==> config.mk <==
export PLATFORM = sky130hd
export DESIGN_NAME = bus_transfer_sequencer_flat
export DESIGN_NICKNAME = d
export VERILOG_FILES = /design/src/rtl/bus_pkg.sv /design/src/rtl/bus_transfer_sequencer_if.sv /design/src/rtl/bus_timeout_counter.sv /design/src/rtl/bus_transfer_sequencer.sv /design/src/flat_wrapper.sv
export SDC_FILE = /design/constraint.sdc
export NUM_CORES = 1
export LEC_CHECK = 0
export CAP_MARGIN = 0
export CORE_ASPECT_RATIO = 2
export CORE_MARGIN = 2
export CORE_UTILIZATION = 50
export CTS_CLUSTER_SIZE = 16
export DETAILED_ROUTE_END_ITERATION = 16
export PLACE_DENSITY = 0.76
export SYNTH_ARGS = -nofsm -noshare
export SYNTH_HDL_FRONTEND = slang
export SYNTH_HIERARCHICAL = 1
export SYNTH_SLANG_ARGS = --single-unit
==> constraint.sdc <==
create_clock -name clk -period 6.5 [get_ports clk]
set_clock_uncertainty 0.1 [all_clocks]
set_input_delay 1.3 -clock clk [delete_from_list [all_inputs] [get_ports clk]]
set_output_delay 1.3 -clock clk [all_outputs]
set_load 0.1 [all_outputs]
==> src/rtl/bus_pkg.sv <==
// ============================================================================
// Module : bus_pkg
// Brief  : Shared bus source codes, destination bit indices and FSM states.
// Rev    : 1.0  initial release
// ============================================================================
`default_nettype none

package bus_pkg;

    localparam logic [2:0] SRC_NONE = 3'd0;
    localparam logic [2:0] SRC_AR   = 3'd1;
    localparam logic [2:0] SRC_PC   = 3'd2;
    localparam logic [2:0] SRC_DR   = 3'd3;
    localparam logic [2:0] SRC_AC   = 3'd4;
    localparam logic [2:0] SRC_IR   = 3'd5;
    localparam logic [2:0] SRC_TR   = 3'd6;
    localparam logic [2:0] SRC_MEM  = 3'd7;

    localparam int DST_AR   = 0;
    localparam int DST_PC   = 1;
    localparam int DST_DR   = 2;
    localparam int DST_AC   = 3;
    localparam int DST_IR   = 4;
    localparam int DST_TR   = 5;
    localparam int DST_OUTR = 6;
    localparam int DST_MEMW = 7;

    typedef enum logic [1:0] {
        ST_IDLE     = 2'd0,
        ST_LOAD     = 2'd1,
        ST_MEM_WAIT = 2'd2,
        ST_ERR      = 2'd3
    } state_t;

endpackage

`default_nettype wire

==> src/rtl/bus_transfer_sequencer_if.sv <==
// ============================================================================
// Module : bus_transfer_sequencer_if
// Brief  : Request handshake, bus select, load lines and memory handshake.
//          Statistics counters exist only when BUS_XFER_STATS_EN is defined.
// Rev    : 1.0  initial release
// ============================================================================
`default_nettype none

interface bus_transfer_sequencer_if #(
    parameter int NDST = 8,
    parameter int WORD = 16
);
    logic            req_valid;
    logic            req_ready;
    logic [2:0]      req_src;
    logic [NDST-1:0] req_dst;
    logic [2:0]      bus_sel;
    logic [NDST-1:0] ld;
    logic            mem_rd;
    logic            mem_ready;
    logic            done;
    logic            err;
    logic            busy;
`ifdef BUS_XFER_STATS_EN
    logic [WORD-1:0] xfer_count;
    logic [7:0]      err_count;
`endif

    modport master (
        input  req_valid, req_src, req_dst, mem_ready,
        output req_ready, bus_sel, ld, mem_rd, done, err, busy
`ifdef BUS_XFER_STATS_EN
        , output xfer_count, err_count
`endif
    );

    modport slave (
        output req_valid, req_src, req_dst, mem_ready,
        input  req_ready, bus_sel, ld, mem_rd, done, err, busy
`ifdef BUS_XFER_STATS_EN
        , input xfer_count, err_count
`endif
    );

endinterface

`default_nettype wire

==> src/rtl/bus_timeout_counter.sv <==
// ============================================================================
// Module : bus_timeout_counter
// Brief  : Cycle counter that flags the last permitted wait cycle.
// Rev    : 1.0  initial release
// ============================================================================
`default_nettype none

module bus_timeout_counter #(
    parameter int CW = 8
) (
    input  wire logic          clk,
    input  wire logic          reset_n,
    input  wire logic          i_clear,
    input  wire logic          i_enable,
    input  wire logic [CW-1:0] i_limit,
    output logic               o_expired
);

    logic [CW-1:0] r_count;
    logic [CW:0]   w_count_inc;
    logic          w_at_limit;

    // Expired during the limit-th enabled cycle, so the caller leaves after exactly i_limit cycles
    assign w_count_inc = {1'b0, r_count} + {{CW{1'b0}}, 1'b1};
    assign w_at_limit  = (w_count_inc >= {1'b0, i_limit});
    assign o_expired   = i_enable && w_at_limit;

    always_ff @(posedge clk) begin
        if (!reset_n || i_clear) begin
            r_count <= '0;
        end else if (i_enable && !w_at_limit) begin
            r_count <= w_count_inc[CW-1:0];
        end
    end

endmodule

`default_nettype wire

==> src/rtl/bus_transfer_sequencer.sv <==
// ============================================================================
// Module : bus_transfer_sequencer
// Brief  : Source-side common-bus controller: one transfer per request, with
//          memory read handshake and timeout. Optional statistics counters
//          are built when BUS_XFER_STATS_EN is defined.
// Rev    : 1.0  initial release
// ============================================================================
`default_nettype none

module bus_transfer_sequencer
    import bus_pkg::*;
#(
    parameter int WORD    = 16,
    parameter int NDST    = 8,
    parameter int TIMEOUT = 15
) (
    input  wire logic                 clk,
    input  wire logic                 reset_n,
    bus_transfer_sequencer_if.master  bus
);

    localparam logic [7:0] C_LIMIT = 8'(TIMEOUT);

    state_t          r_state, w_state_nxt;
    logic [2:0]      r_src, w_src_nxt;
    logic [NDST-1:0] r_dst, w_dst_nxt;

    logic            r_req_ready, w_req_ready_nxt;
    logic [2:0]      r_bus_sel,   w_bus_sel_nxt;
    logic [NDST-1:0] r_ld,        w_ld_nxt;
    logic            r_mem_rd,    w_mem_rd_nxt;
    logic            r_done,      w_done_nxt;
    logic            r_err,       w_err_nxt;
    logic            r_busy,      w_busy_nxt;

    logic            w_in_wait;
    logic            w_expired;

    assign w_in_wait = (r_state == ST_MEM_WAIT);

    bus_timeout_counter #(
        .CW (8)
    ) u_timeout (
        .clk       (clk),
        .reset_n   (reset_n),
        .i_clear   (!w_in_wait),
        .i_enable  (w_in_wait),
        .i_limit   (C_LIMIT),
        .o_expired (w_expired)
    );

    // Next state and request capture
    always_comb begin
        w_state_nxt = r_state;
        w_src_nxt   = r_src;
        w_dst_nxt   = r_dst;
        case (r_state)
            ST_IDLE: begin
                if (bus.req_valid) begin
                    w_src_nxt = bus.req_src;
                    w_dst_nxt = bus.req_dst;
                    if (bus.req_src != SRC_MEM) begin
                        w_state_nxt = ST_LOAD;
                    end else if (bus.req_dst[DST_MEMW]) begin
                        w_state_nxt = ST_ERR;
                    end else begin
                        w_state_nxt = ST_MEM_WAIT;
                    end
                end
            end
            ST_LOAD: w_state_nxt = ST_IDLE;
            ST_MEM_WAIT: begin
                if (bus.mem_ready) begin
                    w_state_nxt = ST_LOAD;
                end else if (w_expired) begin
                    w_state_nxt = ST_ERR;
                end
            end
            ST_ERR:  w_state_nxt = ST_IDLE;
            default: w_state_nxt = ST_IDLE;
        endcase
    end

    // Outputs are decoded from the upcoming state so they can be registered
    always_comb begin
        w_req_ready_nxt = (w_state_nxt == ST_IDLE);
        w_busy_nxt      = (w_state_nxt != ST_IDLE);
        w_bus_sel_nxt   = SRC_NONE;
        w_ld_nxt        = '0;
        w_mem_rd_nxt    = 1'b0;
        w_done_nxt      = 1'b0;
        w_err_nxt       = 1'b0;
        case (w_state_nxt)
            ST_LOAD: begin
                w_bus_sel_nxt = w_src_nxt;
                w_ld_nxt      = (w_src_nxt == SRC_NONE) ? '0 : w_dst_nxt;
                w_mem_rd_nxt  = (w_src_nxt == SRC_MEM);
                w_done_nxt    = 1'b1;
            end
            ST_MEM_WAIT: begin
                w_bus_sel_nxt = SRC_MEM;
                w_mem_rd_nxt  = 1'b1;
            end
            ST_ERR:  w_err_nxt = 1'b1;
            default: ;
        endcase
    end

    always_ff @(posedge clk) begin
        if (!reset_n) begin
            r_state     <= ST_IDLE;
            r_src       <= SRC_NONE;
            r_dst       <= '0;
            r_req_ready <= 1'b1;
            r_bus_sel   <= SRC_NONE;
            r_ld        <= '0;
            r_mem_rd    <= 1'b0;
            r_done      <= 1'b0;
            r_err       <= 1'b0;
            r_busy      <= 1'b0;
        end else begin
            r_state     <= w_state_nxt;
            r_src       <= w_src_nxt;
            r_dst       <= w_dst_nxt;
            r_req_ready <= w_req_ready_nxt;
            r_bus_sel   <= w_bus_sel_nxt;
            r_ld        <= w_ld_nxt;
            r_mem_rd    <= w_mem_rd_nxt;
            r_done      <= w_done_nxt;
            r_err       <= w_err_nxt;
            r_busy      <= w_busy_nxt;
        end
    end

    assign bus.req_ready = r_req_ready;
    assign bus.bus_sel   = r_bus_sel;
    assign bus.ld        = r_ld;
    assign bus.mem_rd    = r_mem_rd;
    assign bus.done      = r_done;
    assign bus.err       = r_err;
    assign bus.busy      = r_busy;

`ifdef BUS_XFER_STATS_EN
    logic [WORD-1:0] r_xfer_count;
    logic [7:0]      r_err_count;

    // Counters move on the same edge that raises done/err and stick at all-ones
    always_ff @(posedge clk) begin
        if (!reset_n) begin
            r_xfer_count <= '0;
            r_err_count  <= '0;
        end else begin
            if (w_done_nxt && (r_xfer_count != {WORD{1'b1}})) begin
                r_xfer_count <= r_xfer_count + 1'b1;
            end
            if (w_err_nxt && (r_err_count != 8'hFF)) begin
                r_err_count <= r_err_count + 8'd1;
            end
        end
    end

    assign bus.xfer_count = r_xfer_count;
    assign bus.err_count  = r_err_count;
`endif

endmodule

`default_nettype wire

==> src/flat_wrapper.sv <==
// flat-port wrapper written by rule: the top's interface ports become plain ports
module bus_transfer_sequencer_flat import bus_pkg::*;
#(
    parameter int WORD    = 16,
    parameter int NDST    = 8,
    parameter int TIMEOUT = 15
)
  (clk, reset_n, bus_req_valid, bus_req_src, bus_req_dst, bus_mem_ready, bus_req_ready, bus_bus_sel, bus_ld, bus_mem_rd, bus_done, bus_err, bus_busy);
  bus_transfer_sequencer_if #(.NDST(NDST), .WORD(WORD)) bus_i ();
  input  wire logic clk;
  input  wire logic reset_n;
  input wire logic [$bits(bus_i.req_valid)-1:0] bus_req_valid;
  input wire logic [$bits(bus_i.req_src)-1:0] bus_req_src;
  input wire logic [$bits(bus_i.req_dst)-1:0] bus_req_dst;
  input wire logic [$bits(bus_i.mem_ready)-1:0] bus_mem_ready;
  output wire logic [$bits(bus_i.req_ready)-1:0] bus_req_ready;
  output wire logic [$bits(bus_i.bus_sel)-1:0] bus_bus_sel;
  output wire logic [$bits(bus_i.ld)-1:0] bus_ld;
  output wire logic [$bits(bus_i.mem_rd)-1:0] bus_mem_rd;
  output wire logic [$bits(bus_i.done)-1:0] bus_done;
  output wire logic [$bits(bus_i.err)-1:0] bus_err;
  output wire logic [$bits(bus_i.busy)-1:0] bus_busy;
  assign bus_i.req_valid = bus_req_valid;
  assign bus_i.req_src = bus_req_src;
  assign bus_i.req_dst = bus_req_dst;
  assign bus_i.mem_ready = bus_mem_ready;
  assign bus_req_ready = bus_i.req_ready;
  assign bus_bus_sel = bus_i.bus_sel;
  assign bus_ld = bus_i.ld;
  assign bus_mem_rd = bus_i.mem_rd;
  assign bus_done = bus_i.done;
  assign bus_err = bus_i.err;
  assign bus_busy = bus_i.busy;
  bus_transfer_sequencer #(.WORD(WORD), .NDST(NDST), .TIMEOUT(TIMEOUT)) u_core (.clk(clk), .reset_n(reset_n), .bus(bus_i));
endmodule
==> flow_summary.ini, run 1 <==
[worst_setup_path]
crit_path_end_kind = flop
rr_startpoint = u_core/u_timeout/r_count[2]
crit_required_ns = 6.56
startpoint = u_core/u_timeout/r_count[2]
r2r_cells = 16
worstPathMaxFanout = 14
worstSetupPathType = reg -> reg
r2r_end = u_core/bus.ld[7]
cp-endpoint = u_core/bus.ld[7]
start_kind = flop
reg2reg_slack_ns = 2.52
cp.arrival_ns = 4.04

[outcome]
outcome = complete, no violations

[run]
maxCapViolCount = 0

[cts]
cts_num_sinks = 37
cts_tree = done
postCtsSetupRepairBufs = 0
h-tree-depth = 2
clk_pin_slew_ns = 0.07
postCtsResizedCells = 0
clockBufferDepth = 2
root_buffer = clkbuf_8
ctsHoldBuffers = 0
numCtsBuffers = 5
clock_latency_ns = 0.28

[synthesis]
netlist-cell-type-count = 39
syn_area_sq_mm = 0.00174
ys_warn_count = 6
synth_seq_cells = 37
synthesis.instances = 180
ys_seq_area_share_pct = 42.5
avgSynthCellArea_sq_um = 9.68

[final_layout]
mostFrequentLayoutCells = 37 x dfxtp_1, 30 x clkdlybuf4s50_1, 19 x nor2_1
finalNetCount = 246
nFillCells = 301
antenna_cells = 0
final_common_cell = dfxtp_1
area_growth_pct = 23.9
layout-drive-gt1-share_pct = 7.31
postLayoutCellArea_sq_mm = 0.00216

[min_path]
hold_depth = 2
hp-class = reg -> reg

[sta]
tns_ns = 0
finalCriticalPeriod_ns = 3.98
relSlewSlack_pct = 33.2
finalCritPeriodShare_pct = 61.2
finalHoldViolCount = 0
drv_slew = 0
grt_setup_unrepaired = false
tightest_slew_ns = 0.999
fmax_mhz = 251
setup_viol = 0

[power]
power_density_mw_per_mm2 = 218
ir_worst_vdd_mv = 0.202
p_leak_uw = 0.000892

[drt]
dr.pass1.iters = 6
routed_wl_mm = 3.65
avgViaCountPerCell = 5.57
drt-wirelength-per-cell_um = 14.5
dr.first_iter.drc_count = 28
vias = 1399
ant_nets = 0
drc = 0

[floorplanning]
die-area_sq_mm = 0.00400
die-width_um = 45.7
die_h_um = 87.5
row_count = 30
pin_count = 31
core_area_sq_mm = 0.00338
start_util_pct = 51.6

[global_routing]
gr-total-overflow = 0
antenna_found_initial = 0
grt_usage_pct = 19.8
grt_pass1_wl_mm = 5.79
grt_max_degree = 19
grt_pass1_vias = 1337

[placement]
place_hpwl_mm = 2.83
gp_congestion = 0.929
port_buffers = 30
dpl_cell_area_sq_mm = 0.00207
-- cells in the mapped netlist (all sizes together) --
library cell  number  area share [%]
dfxtp             37              43
nor2              19             4.1
inv               15             3.2
ha                13             9.3
a21oi             11             3.2
nor2b              9             3.2
mux2i              8             4.6
and2               6             2.2
o21ai              6             1.9
o31ai              6             3.4
nand2              5             1.1
nand3              5             1.4
or4                5             2.2
xnor2              5             2.5
buf                3             1.3
mux2               3             2.6
nand2b             3             1.1
a2111oi            2             1.0
a41oi              2             1.4
clkbuf             2            0.43
conb               2            0.43
nor3               2            0.57
a2111o             1            0.65
a211oi             1            0.72
a311oi             1            0.50
a41o               1            0.57
nor3b              1             1.1
o2111a             1            0.65
o2111ai            1            0.50
or2                1            0.36
or2b               1            0.43
or3                1            0.36
xor2               1            0.50
-- critical path: stages, from the launching register on --
cell and delay [ns]:
dfxtp_1 0.40, nand3_1 0.18, or2_2 0.38, nor2_1 0.23
xnor2_1 0.15, ha_1 0.25, o21ai_0 0.08, nor2_1 0.12
o2111a_1 0.30, a2111oi_0 0.69, nor2_1 0.08, nor2_1 0.15
o21ai_2 0.09, ha_1 0.26, and2_1 0.19, o31ai_4 0.11
nor2_1 0.09
-- cells by family after synthesis --
logic type                 synth area share (%)
DFF                                        42.5
AOI/OAI and AO/OA                          14.5
xor gates and xnor gates                   3.02
other                                     0.431
buffers and inverters                      4.96
adders and majority gates                  9.34
and+or+nand+nor                            18.0
muxes                                      7.18
-- routing by layer --
metal / vias to the layer above / wire [um] / track usage, %
met4: 0 / 106 / 11.4
met5: - / 0 / 0
met2: 41 / 2190 / 37.4
met1: 660 / 1250 / 18.2
li1: 687 / - / -
met3: 11 / 106 / 3.11
-- worst min-delay path by stage --
stage | from | slack [ns] | endpoint
floorplan | u_core/r_dst[7] | 0.36 | u_core/bus.ld[7]
global placement | u_core/r_dst[7] | 0.39 | u_core/bus.ld[7]
global route | u_core/r_dst[2] | 0.45 | u_core/bus.ld[2]
finish | u_core/r_dst[1] | 0.42 | u_core/bus.ld[1]
CTS | u_core/r_dst[7] | 0.42 | u_core/bus.ld[7]
detailed placement | u_core/r_dst[7] | 0.39 | u_core/bus.ld[7]
-- state kept, by name (all words and copies together) (netlist names) --
name	count
u_core/u_timeout/r_count	8
u_core/bus.done	1
u_core/r_state	2
u_core/bus.ld	8
u_core/bus.mem_rd	1
u_core/r_src	3
u_core/r_dst	8
u_core/bus.bus_sel	3
u_core/bus.req_ready	1
u_core/bus.err	1
u_core/bus.busy	1
-- metrics by stage --
| stage | cells | hold slack [ns] | power (uW) | util [%] | worst slack (ns) |
|---|---|---|---|---|---|
| global placement | 243 | 0.386 | 323 | 61.4 | 2.78 |
| floorplan | 186 | 0.356 | 301 | - | 3.20 |
| global route | 251 | 0.454 | 489 | 63.9 | 2.20 |
| detailed placement | 243 | 0.392 | 325 | 61.4 | 2.62 |
| CTS | 251 | 0.418 | 477 | 63.9 | 2.57 |
| finish | 251 | 0.416 | 471 | 63.9 | 2.52 |
-- power breakdown --
part           internal, uW  switching, uW
Clock                  74.2           76.2
Sequential              235           2.78
Combinational          29.2           52.8
Total                   339            132
-- cell type report --
class | count | area [sq um] | share of cell area (%)
clock inverter | 2 | 10.0 | 0.464
clock buffer | 6 | 72.6 | 3.36
tap | 32 | 40.0 | 1.86
sequential | 37 | 741 | 34.3
timing repair buffer | 30 | 300 | 13.9
inverter | 15 | 56.3 | 2.61
multi-input combinational | 129 | 937 | 43.4
Note: power is estimated with default switching activity, not from simulation.
==> inputs of run 2 (changes only) <==
clock period = 3.82 ns   (was 6.5 ns; I/O delays follow)
==> run 2 against run 1 <==
  * Fmax rose by 11%
  * Die area did not move
  * Sequential power rose by 71%
  * Critical path depth did not move
  * Final area rose by 3.1%
  * Worst setup slack got worse by 2.3 ns
  * Via count fell by 0.86%
  * Clock power rose by 130%
  * Critical path type unchanged
  * Highest routed layer unchanged
==> flow_summary.ini, run 2 (synthesis gave the netlist of run 1 again) <==
[cts]
cts_tree = done
ctsHoldBuffers = 0
cts_num_sinks = 37
clockBufferDepth = 2
numCtsBuffers = 5
root_buffer = clkbuf_8
clk_pin_slew_ns = 0.07
postCtsResizedCells = 0
h-tree-depth = 2
postCtsSetupRepairBufs = 0
clock_latency_ns = 0.28

[drt]
avgViaCountPerCell = 5.46
routed_wl_mm = 3.65
dr.pass1.iters = 4
vias = 1387
drt-wirelength-per-cell_um = 14.4
drc = 0
ant_nets = 0
dr.first_iter.drc_count = 25

[floorplanning]
core_area_sq_mm = 0.00338
die-width_um = 45.7
pin_count = 31
die_h_um = 87.5
row_count = 30
start_util_pct = 51.6
die-area_sq_mm = 0.00400

[sta]
drv_slew = 0
finalHoldViolCount = 0
setup_viol = 0
finalCritPeriodShare_pct = 93.7
tightest_slew_ns = 0.985
hold_slack_ns = 0.402
tns_ns = 0
relSlewSlack_pct = 34.1
finalCriticalPeriod_ns = 3.58
fmax_mhz = 279

[worst_setup_path]
worstSetupPathType = reg -> reg
cpMaxStageDelayCell = a2111oi_2
crit_path_end_kind = flop
cp_slowest_stage_delay_ns = 0.43
crit_chain = nand3_1 > or2_2 > nor2_2 > xnor2_1 > ha_1 > o21ai_0 > nor2_2 > o2111a_1 > a2111oi_2 > nor2_1 > nor2_1 > o21ai_2 > ha_1 > and2_1 > o31ai_4 > nor2_1
crit_top_cell = nor2_1
cp.arrival_ns = 3.64
worstPathMaxFanout = 8
start_kind = flop
crit_required_ns = 3.88

[final_layout]
finalCoreUtilization_pct = 65.9
final_cell_count_no_fill = 254
area_growth_pct = 27.7
postLayoutCellArea_sq_mm = 0.00222
antenna_cells = 0
final_common_cell = dfxtp_1
layout-drive-gt1-share_pct = 9.91
finalNetCount = 249
mostFrequentLayoutCells = 37 x dfxtp_1, 30 x clkdlybuf4s50_1, 17 x nor2_1

[power]
sw_frac_of_total_pct = 25.0
internal-power_uw = 664
p_sw_uw = 221
seq_power_share_pct = 45.8
p_clk_share_pct = 38.4
pwr-share-comb_pct = 15.8
ir_worst_vdd_mv = 0.314
power_density_mw_per_mm2 = 398
p_leak_uw = 0.000922

[placement]
place_hpwl_mm = 2.81
port_buffers = 30
dpl_cell_area_sq_mm = 0.00210
placedCellCount = 246
gp_congestion = 0.832

[run]
maxCapViolCount = 0

[global_routing]
gr-total-overflow = 0
antenna_found_initial = 0
grt_usage_pct = 21.0
grt_pass1_wl_mm = 6.18
grt_pass1_vias = 1509
grt_max_degree = 19

[outcome]
outcome = complete, no violations

[min_path]
hp-class = reg -> reg
run 2: worst paths after layout:
path	from	endpoint	slack (ns)	cells after the start
setup / recovery	u_core/u_timeout/r_count[2]	u_core/bus.ld[6]	0.24	16
hold / removal	u_core/r_dst[7]	u_core/bus.ld[7]	0.40	2
setup reg to reg	u_core/u_timeout/r_count[2]	u_core/bus.ld[6]	0.24	16
hold reg to reg	u_core/r_dst[7]	u_core/bus.ld[7]	0.40	2
run 2: area by class of cell:
type	count	area (sq um)
Clock buffer	7	86.3
Multi-Input combinational cell	129	948
Inverter	15	56.3
Tap cell	32	40.0
Fill cell	288	1150
Timing Repair Buffer	33	323
Clock inverter	1	30.0
Sequential cell	37	741
run 2: critical path, delay by kind of cell (launching register included):
family / cells / cell delay (ns)
fa+ha+maj: 2 / 0.51
simple gates: 8 / 1.34
xor+xnor: 1 / 0.15
compound gates: 5 / 0.92
flops: 1 / 0.41
run 2: metal layers:
layer | part of all wire (%) | track usage (%) | routed length, um
met1 | 35 | 17.8 | 1270
met2 | 60 | 42.0 | 2200
met3 | 3.3 | 4.56 | 119
met4 | 1.8 | 8.83 | 64
met5 | 0 | 0 | 0
run 2: stage by stage:
stage | setup slack (ns) | power, uW
after floorplan | 0.520 | 513
after global placement | 0.313 | 550
after detailed placement | 0.122 | 554
after CTS | 0.0892 | 894
after global routing | -0.0364 | 919
final | 0.241 | 885
run 2: power groups by stage:
| stage | Combinational (uW) | Clock (uW) | Sequential, uW |
|---|---|---|---|
| after detailed placement | 139 | 0 | 414 |
| after global placement | 137 | 0 | 414 |
| after floorplan | 54.4 | 0 | 458 |
| final | 140 | 340 | 406 |
| after CTS | 140 | 348 | 406 |
| after global routing | 149 | 363 | 407 |
==> inputs of run 3 (changes only) <==
DONT_BUFFER_PORTS = 1   (was not set)
PLACE_DENSITY = not set   (was 0.76)
==> run 3 against run 2 <==
  * Sequential cell count is the same
  * Sequential power grew 11%
  * Critical path depth is the same
  * Fmax increased by 1.7%
  * Clock power down 26%
  * Utilization down 10 points
  * Non-clock buffer count down 30
  * Global-route usage fell by 3.2 points
  * Via count down 10%
  * Clock-buffer cell count decreased by 1
==> flow_summary.ini, run 3 (synthesis gave the netlist of run 1 again) <==
[drt]
drt-wirelength-per-cell_um = 14.8
dr.first_iter.drc_count = 33
routed_wl_mm = 3.31
vias = 1242
avgViaCountPerCell = 5.54
drc = 0
dr.pass1.iters = 4
ant_nets = 0

[power]
p_leak_uw = 0.000798
power_density_mw_per_mm2 = 406
ir_worst_vdd_mv = 0.388

[sta]
finalCriticalPeriod_ns = 3.52
tightest_slew_ns = 0.974
tns_ns = 0
finalHoldViolCount = 0
fmax_mhz = 284
grt_setup_unrepaired = false
drv_slew = 0
relSlewSlack_pct = 35.0
setup_viol = 0
finalCritPeriodShare_pct = 92.1

[final_layout]
final_common_cell = dfxtp_1
area_growth_pct = 8.26
mostFrequentLayoutCells = 37 x dfxtp_1, 19 x nor2_1, 15 x inv_1
antenna_cells = 0
layout-drive-gt1-share_pct = 10.4
finalNetCount = 219
postLayoutCellArea_sq_mm = 0.00189

[cts]
clockBufferDepth = 2
root_buffer = clkbuf_8
postCtsResizedCells = 0
cts_num_sinks = 37
clock_latency_ns = 0.28
clk_pin_slew_ns = 0.07
ctsHoldBuffers = 0
numCtsBuffers = 5
postCtsSetupRepairBufs = 0
h-tree-depth = 2
cts_tree = done

[floorplanning]
pin_count = 31
die-width_um = 45.7
die_h_um = 87.5
start_util_pct = 51.6
die-area_sq_mm = 0.00400
row_count = 30
core_area_sq_mm = 0.00338

[global_routing]
gr-total-overflow = 0
antenna_found_initial = 0
grt_pass1_wl_mm = 5.07
grt_pass1_vias = 1152
grt_max_degree = 19
grt_usage_pct = 17.8

[placement]
port_buffers = 0
dpl_cell_area_sq_mm = 0.00180
gp_congestion = 0.976
place_hpwl_mm = 2.61

[worst_setup_path]
cp-endpoint = u_core/bus.ld[7]
startpoint = u_core/u_timeout/r_count[0]
r2r_end = u_core/bus.ld[7]
start_kind = flop
rr_startpoint = u_core/u_timeout/r_count[0]
worstSetupPathType = reg -> reg
crit_required_ns = 3.88
reg2reg_slack_ns = 0.30
crit_path_end_kind = flop
cp.arrival_ns = 3.58
worstPathMaxFanout = 8
r2r_cells = 16

[run]
maxCapViolCount = 0

[min_path]
hp-class = reg -> reg

[outcome]
outcome = complete, no violations
[run 3: routing by layer]
metal	global-route usage, %	up-vias	routed length [um]
met5	0	-	0
met4	11.2	0	97
met3	3.94	7	120
met2	32.1	27	1910
met1	16.8	572	1180
li1	-	636	-
[run 3: how the worst min path moves through the flow]
stage	start	endpoint	slack, ns	cells after the start
6_report	u_core/r_dst[0]	u_core/bus.ld[0]	0.40	2
5_1_grt	u_core/r_dst[2]	u_core/bus.ld[2]	0.43	2
4_1_cts	u_core/r_dst[0]	u_core/bus.ld[0]	0.41	2
3_5_place_dp	u_core/r_dst[7]	u_core/bus.ld[7]	0.39	2
3_3_place_gp	u_core/r_dst[7]	u_core/bus.ld[7]	0.39	2
2_1_floorplan	u_core/r_dst[7]	u_core/bus.ld[7]	0.36	2
[run 3: final cells by class]
type	count	area (sq um)
Fill cell	305	1490
Multi-Input combinational cell	129	943
Sequential cell	37	741
Clock buffer	6	72.6
Inverter	15	56.3
Tap cell	32	40.0
Timing Repair Buffer	3	22.5
Clock inverter	2	10.0
[run 3: worst max-delay path: stages, from the launching register on]
cell and delay [ns]:
dfxtp_1 0.40, nand3_1 0.16, or2_2 0.37, nor2_1 0.21
xnor2_1 0.16, ha_1 0.25, o21ai_0 0.07, nor2_1 0.11
o2111a_1 0.19, a2111oi_2 0.40, nor2_1 0.08, nor2_1 0.13
o21ai_2 0.09, ha_1 0.26, and2_1 0.19, o31ai_4 0.12
nor2_1 0.10
[run 3: power by group]
part,internal [uW],total [uW],leakage (uW),switching [uW]
clock network,126,250,0.0000450,124
registers,401,451,0.000301,50.8
logic,28.0,63.1,0.000452,35.1
total,555,765,0.000798,210
[run 3: per-stage QoR]
stage                     util, %  instances  power [uW]  setup WS [ns]  hold slack [ns]
after floorplan                 -        186         513          0.520            0.356
final                        55.8        224         765          0.302            0.405
after global routing         55.8        224         801         0.0330            0.434
after detailed placement     53.2        216         523          0.179            0.393
after CTS                    55.6        224         773          0.164            0.411
after global placement       53.2        216         521          0.298            0.385
